$ cat config.mk
export PLATFORM = sky130hd
export DESIGN_NAME = updown_counter_sequencer
export DESIGN_NICKNAME = d
export VERILOG_FILES = /design/src/rtl/updown_seq_pkg.sv /design/src/rtl/updown_seq_watchdog.sv /design/src/rtl/updown_counter_sequencer.sv
export SDC_FILE = /design/constraint.sdc
export NUM_CORES = 1
export LEC_CHECK = 0
export CAP_MARGIN = 20
export CORE_MARGIN = 2
export CORE_UTILIZATION = 47
export CTS_BUF_LIST = sky130_fd_sc_hd__clkbuf_8
export CTS_CLUSTER_SIZE = 10
export DETAILED_ROUTE_END_ITERATION = 8
export PLACE_DENSITY = 0.74
export SETUP_SLACK_MARGIN = 0.05
export SLEW_MARGIN = 20
export SYNTH_ARGS = -nofsm -noshare
export SYNTH_HDL_FRONTEND = slang
export SYNTH_SLANG_ARGS = --single-unit
export TNS_END_PERCENT = 20
$ cat constraint.sdc
create_clock -name clk -period 2.2 [get_ports clk]
set_input_delay 0.33 -clock clk [delete_from_list [all_inputs] [get_ports clk]]
set_output_delay 0.33 -clock clk [all_outputs]
set_load 0.05 [all_outputs]
$ cat src/rtl/updown_seq_pkg.sv
// Shared types for the up/down counter sequencer: state encoding, mode values, step direction.
// Pure declarations; no latency or backpressure of its own.
package updown_seq_pkg;

    typedef enum logic [1:0] {
        ST_IDLE = 2'd0,
        ST_LOAD = 2'd1,
        ST_RUN  = 2'd2,
        ST_DONE = 2'd3
    } seq_state_e;

    localparam logic MODE_UP   = 1'b1;
    localparam logic MODE_DOWN = 1'b0;

    // Signed unit step; callers size-cast it, which sign-extends -1 to all ones.
    function automatic logic signed [1:0] step(input logic mode);
        return (mode == MODE_UP) ? 2'sb01 : 2'sb11;
    endfunction

endpackage

$ cat src/rtl/updown_seq_watchdog.sv
// Counts consecutive cycles with run high; expire is high during the LIMIT-th such cycle.
// Output is combinational from the count, no backpressure; dropping run clears the count.
module updown_seq_watchdog #(
    parameter int unsigned LIMIT = 260
) (
    input  logic clk,
    input  logic clr_n,
    input  logic run,
    output logic expire
);

    localparam int unsigned CW = $clog2(LIMIT + 1);

    logic [CW-1:0] cnt_q;
    logic [CW-1:0] cnt_d;

    assign expire = run && (cnt_q == CW'(LIMIT - 1));

    always_comb begin
        cnt_d = cnt_q;
        if (!run) begin
            cnt_d = '0;
        end else if (!expire) begin
            cnt_d = cnt_q + CW'(1);
        end
    end

    always_ff @(posedge clk or negedge clr_n) begin
        if (!clr_n) begin
            cnt_q <= '0;
        end else begin
            cnt_q <= cnt_d;
        end
    end

endmodule

$ cat src/rtl/updown_counter_sequencer.sv
// Loads start into the up/down counter, runs it to target, parks it; done = |target-start|+2 from transfer cycle.
// Accepts one command at a time (cmd_ready only in IDLE); watchdog under SEQ_TIMEOUT_EN.
module updown_counter_sequencer
    import updown_seq_pkg::*;
#(
    parameter int unsigned WIDTH       = 8,
    parameter int unsigned TIMEOUT_CYC = 260
) (
    input  logic             clk,
    input  logic             clr_n,
    input  logic             cmd_valid,
    output logic             cmd_ready,
    input  logic [WIDTH-1:0] cmd_start,
    input  logic [WIDTH-1:0] cmd_target,
    input  logic             abort,
    input  logic [WIDTH-1:0] ctr_count,
    output logic             ctr_mode,
    output logic             ctr_ld,
    output logic [WIDTH-1:0] ctr_d_in,
    output logic             ctr_clr,
    output logic             done,
    output logic             timeout
);

    if (TIMEOUT_CYC <= 2 ** WIDTH) begin : g_cfg_check
        $error("TIMEOUT_CYC must exceed 2**WIDTH");
    end

    seq_state_e       state_q, state_d;
    logic [WIDTH-1:0] start_q, start_d;
    logic [WIDTH-1:0] target_q, target_d;
    logic [WIDTH-1:0] park_q, park_d;
    logic             mode_q, mode_d;

    logic             ld_q, ld_d;
    logic [WIDTH-1:0] d_in_q, d_in_d;
    logic             clr_q;
    logic             ready_q, ready_d;
    logic             done_q, done_d;
    logic             timeout_q, timeout_d;

    logic             transfer;
    logic [WIDTH-1:0] step_w;
    logic [WIDTH-1:0] next_cnt;
    logic             match;
    logic             wd_expire;

    assign transfer = cmd_valid && ready_q;
    assign step_w   = WIDTH'(step(mode_q));
    assign next_cnt = ctr_count + step_w;
    // Matching one step early lets the counter land on target at the same edge we enter DONE.
    assign match    = (ctr_count == (target_q - step_w));

`ifdef SEQ_TIMEOUT_EN
    updown_seq_watchdog #(
        .LIMIT (TIMEOUT_CYC)
    ) u_watchdog (
        .clk    (clk),
        .clr_n  (clr_n),
        .run    (state_q == ST_RUN),
        .expire (wd_expire)
    );
`else
    assign wd_expire = 1'b0;
`endif

    always_ff @(posedge clk or negedge clr_n) begin
        if (!clr_n) begin
            state_q   <= ST_IDLE;
            start_q   <= '0;
            target_q  <= '0;
            park_q    <= '0;
            mode_q    <= MODE_UP;
            ld_q      <= 1'b1;
            d_in_q    <= '0;
            clr_q     <= 1'b1;
            ready_q   <= 1'b0;
            done_q    <= 1'b0;
            timeout_q <= 1'b0;
        end else begin
            state_q   <= state_d;
            start_q   <= start_d;
            target_q  <= target_d;
            park_q    <= park_d;
            mode_q    <= mode_d;
            ld_q      <= ld_d;
            d_in_q    <= d_in_d;
            clr_q     <= 1'b0;
            ready_q   <= ready_d;
            done_q    <= done_d;
            timeout_q <= timeout_d;
        end
    end

    always_comb begin
        state_d   = state_q;
        start_d   = start_q;
        target_d  = target_q;
        park_d    = park_q;
        mode_d    = mode_q;
        timeout_d = 1'b0;
        case (state_q)
            ST_IDLE: begin
                if (transfer) begin
                    start_d  = cmd_start;
                    target_d = cmd_target;
                    mode_d   = (cmd_target >= cmd_start) ? MODE_UP : MODE_DOWN;
                    state_d  = ST_LOAD;
                end
            end
            ST_LOAD: begin
                if (abort) begin
                    park_d  = start_q;
                    state_d = ST_IDLE;
                end else begin
                    state_d = (start_q == target_q) ? ST_DONE : ST_RUN;
                end
            end
            ST_RUN: begin
                // Park wherever the counter lands on this edge so IDLE holds it still.
                if (abort) begin
                    park_d  = next_cnt;
                    state_d = ST_IDLE;
                end else if (match) begin
                    state_d = ST_DONE;
                end else if (wd_expire) begin
                    park_d    = next_cnt;
                    timeout_d = 1'b1;
                    state_d   = ST_IDLE;
                end
            end
            ST_DONE: begin
                park_d  = target_q;
                state_d = ST_IDLE;
            end
            default: begin
                state_d = ST_IDLE;
            end
        endcase
    end

    always_comb begin
        ld_d    = (state_d != ST_RUN);
        ready_d = (state_d == ST_IDLE);
        done_d  = (state_d == ST_DONE);
        d_in_d  = d_in_q;
        case (state_d)
            ST_IDLE: d_in_d = park_d;
            ST_LOAD: d_in_d = start_d;
            ST_DONE: d_in_d = target_d;
            default: d_in_d = d_in_q;
        endcase
    end

    assign cmd_ready = ready_q;
    assign ctr_mode  = mode_q;
    assign ctr_ld    = ld_q;
    assign ctr_d_in  = d_in_q;
    assign ctr_clr   = clr_q;
    assign done      = done_q;
    assign timeout   = timeout_q;

endmodule

==> impl_results.md <==
- Final worst slack: -237.5 ps
- Vias post-DR: 2662
- Slew headroom: 0.4235
- Detailed Place HPWL: 5827 um
- Reg2reg setup slack: -240 ps
- Sequential-to-total area share from yosys stat: 0.3562
- Reg2reg start: ctr_mode
- CP Max Fanout: 7
- Maxcap violations: 0
- Nets: 441
- Antenna cells: 0
- First-pass GRT wire length: 12810 um
- Area growth, synth to finish: 35.26%
- Worst hold slack: 150.1 ps
- Period minus WS final: 2438 ps
- Final WL: 7748 um
- Cells after synthesis: 309
- IO Pins: 42
- # port buffers: 40
- Vias in the first global route: 2665
- Arr. time, crit path: 2600 ps
- Fin. Hold Viols: 0
- Fmax: 0.4103 GHz
- Reg2Reg Depth: 9
- Setup CP Type: flop to flop
- H-tree depth: 2
- Total power: 5829 uW
- Initial drt markers: 214
- Clock latency on the worst-skew pair: 290 ps
- RR Endpoint: ctr_d_in[4]
- Reg area: 983.4 um2
- Worst-path cell chain: buf_4 > ha_1 > or3_4 > o31ai_4 > xnor2_2 > a41o_4 > buf_4 > nand2_1 > o211ai_2
- Tot GR Track Use: 0.2578
- Final setup fails: 11
- 1st-pass router iterations: 5
- Vias per inst: 5.737
- Num CTS Buffers: 5
- Initial antenna violation count: 0
- Dpl ws: -278.5 ps
- Largest cells by area after synthesis: dfrtp_1, nand2_1, ha_1
- Max incr delay on CP: 530 ps
- TritonCTS clock tree: yes
- Status: finished with violations
- Number of cell rows: 27
- Commonest cells after routing, fill and taps aside: nand2_1, buf_4, clkdlybuf4s50_1
- Actual slew at the worst max-slew pin: 864.8 ps
- Critical Path End Type: flop
- Worst Clk Skew: 9.485 ps
- Crit-path most repeated cell: buf_4
- Pin count of the biggest net entering global routing: 40
- Core area: 5574 um2
- Filler cells: 459
- Period utilization: 1.108
- Starting Density: 0.4934
- Clk buf depth: 2
- Failing checks: negative setup slack
- Maximum vdd drop: 0.9501 mV
- Post-synth top area share: 0.3276
- Yosys reg bits: 39
- Synth warn: 0
- LEAKAGE: 0.001741 uW
- Share of layout cells above drive strength 1: 0.2270
- Synth Area per Inst: 8.900 um2
- Top cell type by total area after synthesis: dfrtp_1
- Count of cell types in the netlist: 56
- RSZ-0062 raised after global routing: true
- Die Height: 80.50 um
- Worst-path clk slew: 80 ps
- Synthesized area: 2750 um2
- Area of the multi-input gates: 1769 um2
- DRC errors left: 0
- Clk root buf: clkbuf_8
- Min-Delay Path Class: input port to async pin
- Slowest cell on crit path: dfstp_4
- Synth Flop Type: dfrtp_1
- Crit path launch: ctr_mode
- Req. time, crit path: 2360 ps
- Most common cell after layout, fill and taps aside: nand2_1
- Post-synth EDFFs: 0
- Die Span X: 80.50 um
- Remaining global-route overflow: 0
- Fin util: 0.6673
- Pwr/cell area: 1567 nW/um2
- Gpl congestion: 0.8923
- WL/cell: 16.70 um
- Number of sinks on the clock net: 39
- ANT nets after route: 0
- CP Launch Type: flop
- Post-synth ARST share: 1.000
- Final Max Slew Viols: 0
- Die area: 6479 um2
## registers in the layout, summed over array words and instances, names as in the netlist, 2 cells and up
| signal | cells |
|---|---|
| park_q | 8 |
| ctr_d_in | 8 |
| target_q | 8 |
| state_q | 2 |
| start_q | 8 |
## synthesized netlist by cell type (all sizes together) (6+ instances only)
library cell	number
nand2	76
dfrtp	36
o21ai	21
ha	20
a21oi	19
xor2	16
inv	13
xnor2	11
o211ai	8
a21o	7
a22oi	7
clkbuf	6
nand3	6
## routing by layer
layer | vias to the layer above | global-route usage | wire [um]
li1 | 1255 | - | -
met5 | - | 0 | 0
met4 | 0 | 0.06441 | 123
met1 | 1288 | 0.3279 | 3246
met2 | 106 | 0.4567 | 4008
met3 | 13 | 0.03933 | 369
## worst max path at each step
stage / endpoint / slack [ps]
6_report: ctr_d_in[4] / -240
5_1_grt: ctr_d_in[3] / -330
4_1_cts: ctr_d_in[3] / -210
3_5_place_dp: ctr_d_in[7] / -280
3_3_place_gp: ctr_d_in[7] / -250
2_1_floorplan: ctr_d_in[2] / -120
## critical path, delay by kind of cell (launching register included)
kind | cells | cell delay, ps
simple gates | 2 | 450
flops | 1 | 530
compound gates | 3 | 640
fa+ha+maj | 1 | 210
buf+inv | 2 | 350
xor+xnor | 1 | 130
## layout make-up
type / instances / area share
Timing Repair Buffer: 85 / 0.1974
Multi-Input combinational cell: 247 / 0.4756
Clock buffer: 6 / 0.02220
Sequential cell: 39 / 0.2644
Inverter: 13 / 0.01379
Tap cell: 72 / 0.02422
Clock inverter: 2 / 0.002355
## metrics by stage
step / instances / instance area [um2] / setup TNS (ps)
2_1_floorplan: 310 / 2804 / -881.5
3_3_place_gp: 455 / 3541 / -1676
3_5_place_dp: 455 / 3541 / -1996
4_1_cts: 463 / 3670 / -1380
5_1_grt: 464 / 3720 / -3218
6_report: 464 / 3720 / -2064
## cell families (layout without fill, tap and decap cells)
family | count (synthesis) | after routing | share of synthesized area
multiplexers | 3 | 3 | 0.01092
buffers and inverters | 24 | 106 | 0.04550
flip-flops | 39 | 39 | 0.3562
AO/OA/AOI/OAI | 86 | 86 | 0.2175
AND/OR/NAND/NOR | 107 | 107 | 0.1770
adder cells (fa/ha/maj) | 22 | 22 | 0.1056
other | 1 | 2 | 0.001364
XOR/XNOR | 27 | 27 | 0.08598
## power by group
part	internal [uW]	switching, uW	leakage [uW]
clock	248	249	0.0000524
sequential	1060	352	0.000473
combinational	1750	2170	0.00122
## repair_timing
item                                    4_1_cts  5_1_grt
pin swaps                                     2        5
setup buffers                                 0        1
endpoints found under the setup margin       11       16
hold buffers                                  0        0
gates resized for setup                       8        9
(Power assumes the default switching activity.)
==> patch (same flow settings) <==
Encoding of `seq_state_e`: now Gray code (2 bits for 4 states).
--- a/src/rtl/updown_seq_pkg.sv
+++ b/src/rtl/updown_seq_pkg.sv
@@ -5,6 +5,6 @@
     typedef enum logic [1:0] {
-        ST_IDLE = 2'd0,
-        ST_LOAD = 2'd1,
-        ST_RUN  = 2'd2,
-        ST_DONE = 2'd3
+        ST_IDLE = 2'b00,
+        ST_LOAD = 2'b01,
+        ST_RUN  = 2'b11,
+        ST_DONE = 2'b10
     } seq_state_e;
Function: no difference found for any inputs over 10 cycles, from zero or initial values; not proved beyond that.
==> patch against the unedited design <==
Highest routed layer unchanged; via count is 6.8% lower; setup slack got worse by 660 ps; global-route usage is 0.71 points lower; design area up 5.3%; wire length decreased by 3.4%; the run still ends with negative setup slack left; power grew 15%; synthesized area decreased by 1.0%; sequential cell count unchanged; core utilization increased by 4.0 points.
==> patch: results (changes against the unedited design) <==
| Metric | Value |
|---|---|
| Status | finished, violations left |
| Failing checks | negative setup slack |
| CLK BUF | 7 (+1) |
| Clk cell area share | 0.0255 (+0.000988) |
| 1st-pass router iterations | 4 (-1) |
| CP endpoint | ctr_d_in[7] |
| Largest cells by area after synthesis | dfrtp_1 (33%), ha_1 (11%), mux2_2 (6.2%) |
| Distinct cells, synth | 50 (-11%) |
| Synth Area in XOR/XNOR | 0.0897 (+0.00367) |
| Setup violations, final | 18 (+7) |
| GRT met2 Usage | 0.409 (-0.0475) |
| Non-Clock Inverter Count | 16 (+3) |
| DR iter-0 viols | 77 (-64%) |
| Maximum vdd ir drop | 0.933 mV (-1.8%) |
| Drt total wl | 7490 µm (-3.4%) |
| Met2 WL | 3440 µm (-14%) |
| Nets@finish | 428 (-2.9%) |
| Leakage dissipation | 1.75 nW (+0.63%) |
| Multiplexer share of the synthesized area | 0.101 (+0.0898) |
| Drt via density | 5.55 (-3.2%) |
| WL met3 | 521 µm (+41%) |
| Placed cell area | 3640 µm² (+2.7%) |
| Max FO, Critical Path | 6 (-1) |
| CP peak stage delay | 670 ps (+140 ps) |
| Sequential area share after synthesis | 0.360 (+0.00377) |
| Synth Instances | 270 (-13%) |
| Skew final | 2.46 ps (-7.02 ps) |
| Synth cell count leaders | dfrtp_1 (36), ha_1 (24), nand2_1 (19) |
| Post-synthesis compound-gate area fraction | 0.194 (-0.0234) |
| Vias | 2482 (-6.8%) |
| WL met1 | 3350 µm (+3.0%) |
| Layout non-clock buf frac | 0.232 (+0.0347) |
| Core footprint | 5540 µm² (-0.61%) |
| Multi-input combinational cell count | 204 (-17%) |
| DPL Wire Length | 5700 µm (-2.2%) |
| Final setup margin | -899 ps (-661 ps) |
| Critical Path AT | 3280 ps (+680 ps) |
[patch: cell types whose count changed after synthesis, sizes merged, moves of 4 or more]
cell    unedited run  this run
nand2b             2         6
o211ai             8         3
ha                20        24
nor2               5         9
nand2             76        19
mux2               0        19
[patch: what timing repair did]
| item | CTS | global route |
|---|---|---|
| hold buffers | 1 | 0 |
| gates resized for setup | 21 | 9 |
| setup endpoints to repair | 18 | 19 |
| hold endpoints to repair | 12 | 0 |
| buffers inserted | 5 | 0 |
| pin swaps | 8 | 4 |
[patch: critical path, delay by kind of cell (launching register included)]
kind / cells / cell delay [ps]
AO/OA/AOI/OAI: 8 / 1550
XOR/XNOR: 1 / 100
flip-flops: 1 / 670
adder cells (fa/ha/maj): 2 / 570
AND/OR/NAND/NOR: 1 / 90
[patch: where the power goes]
| group | switching, mW | internal (mW) |
|---|---|---|
| Clock | 0.241 | 0.281 |
| Combinational | 2.46 | 2.35 |
| Sequential | 0.277 | 1.08 |
| Total | 2.98 | 3.71 |
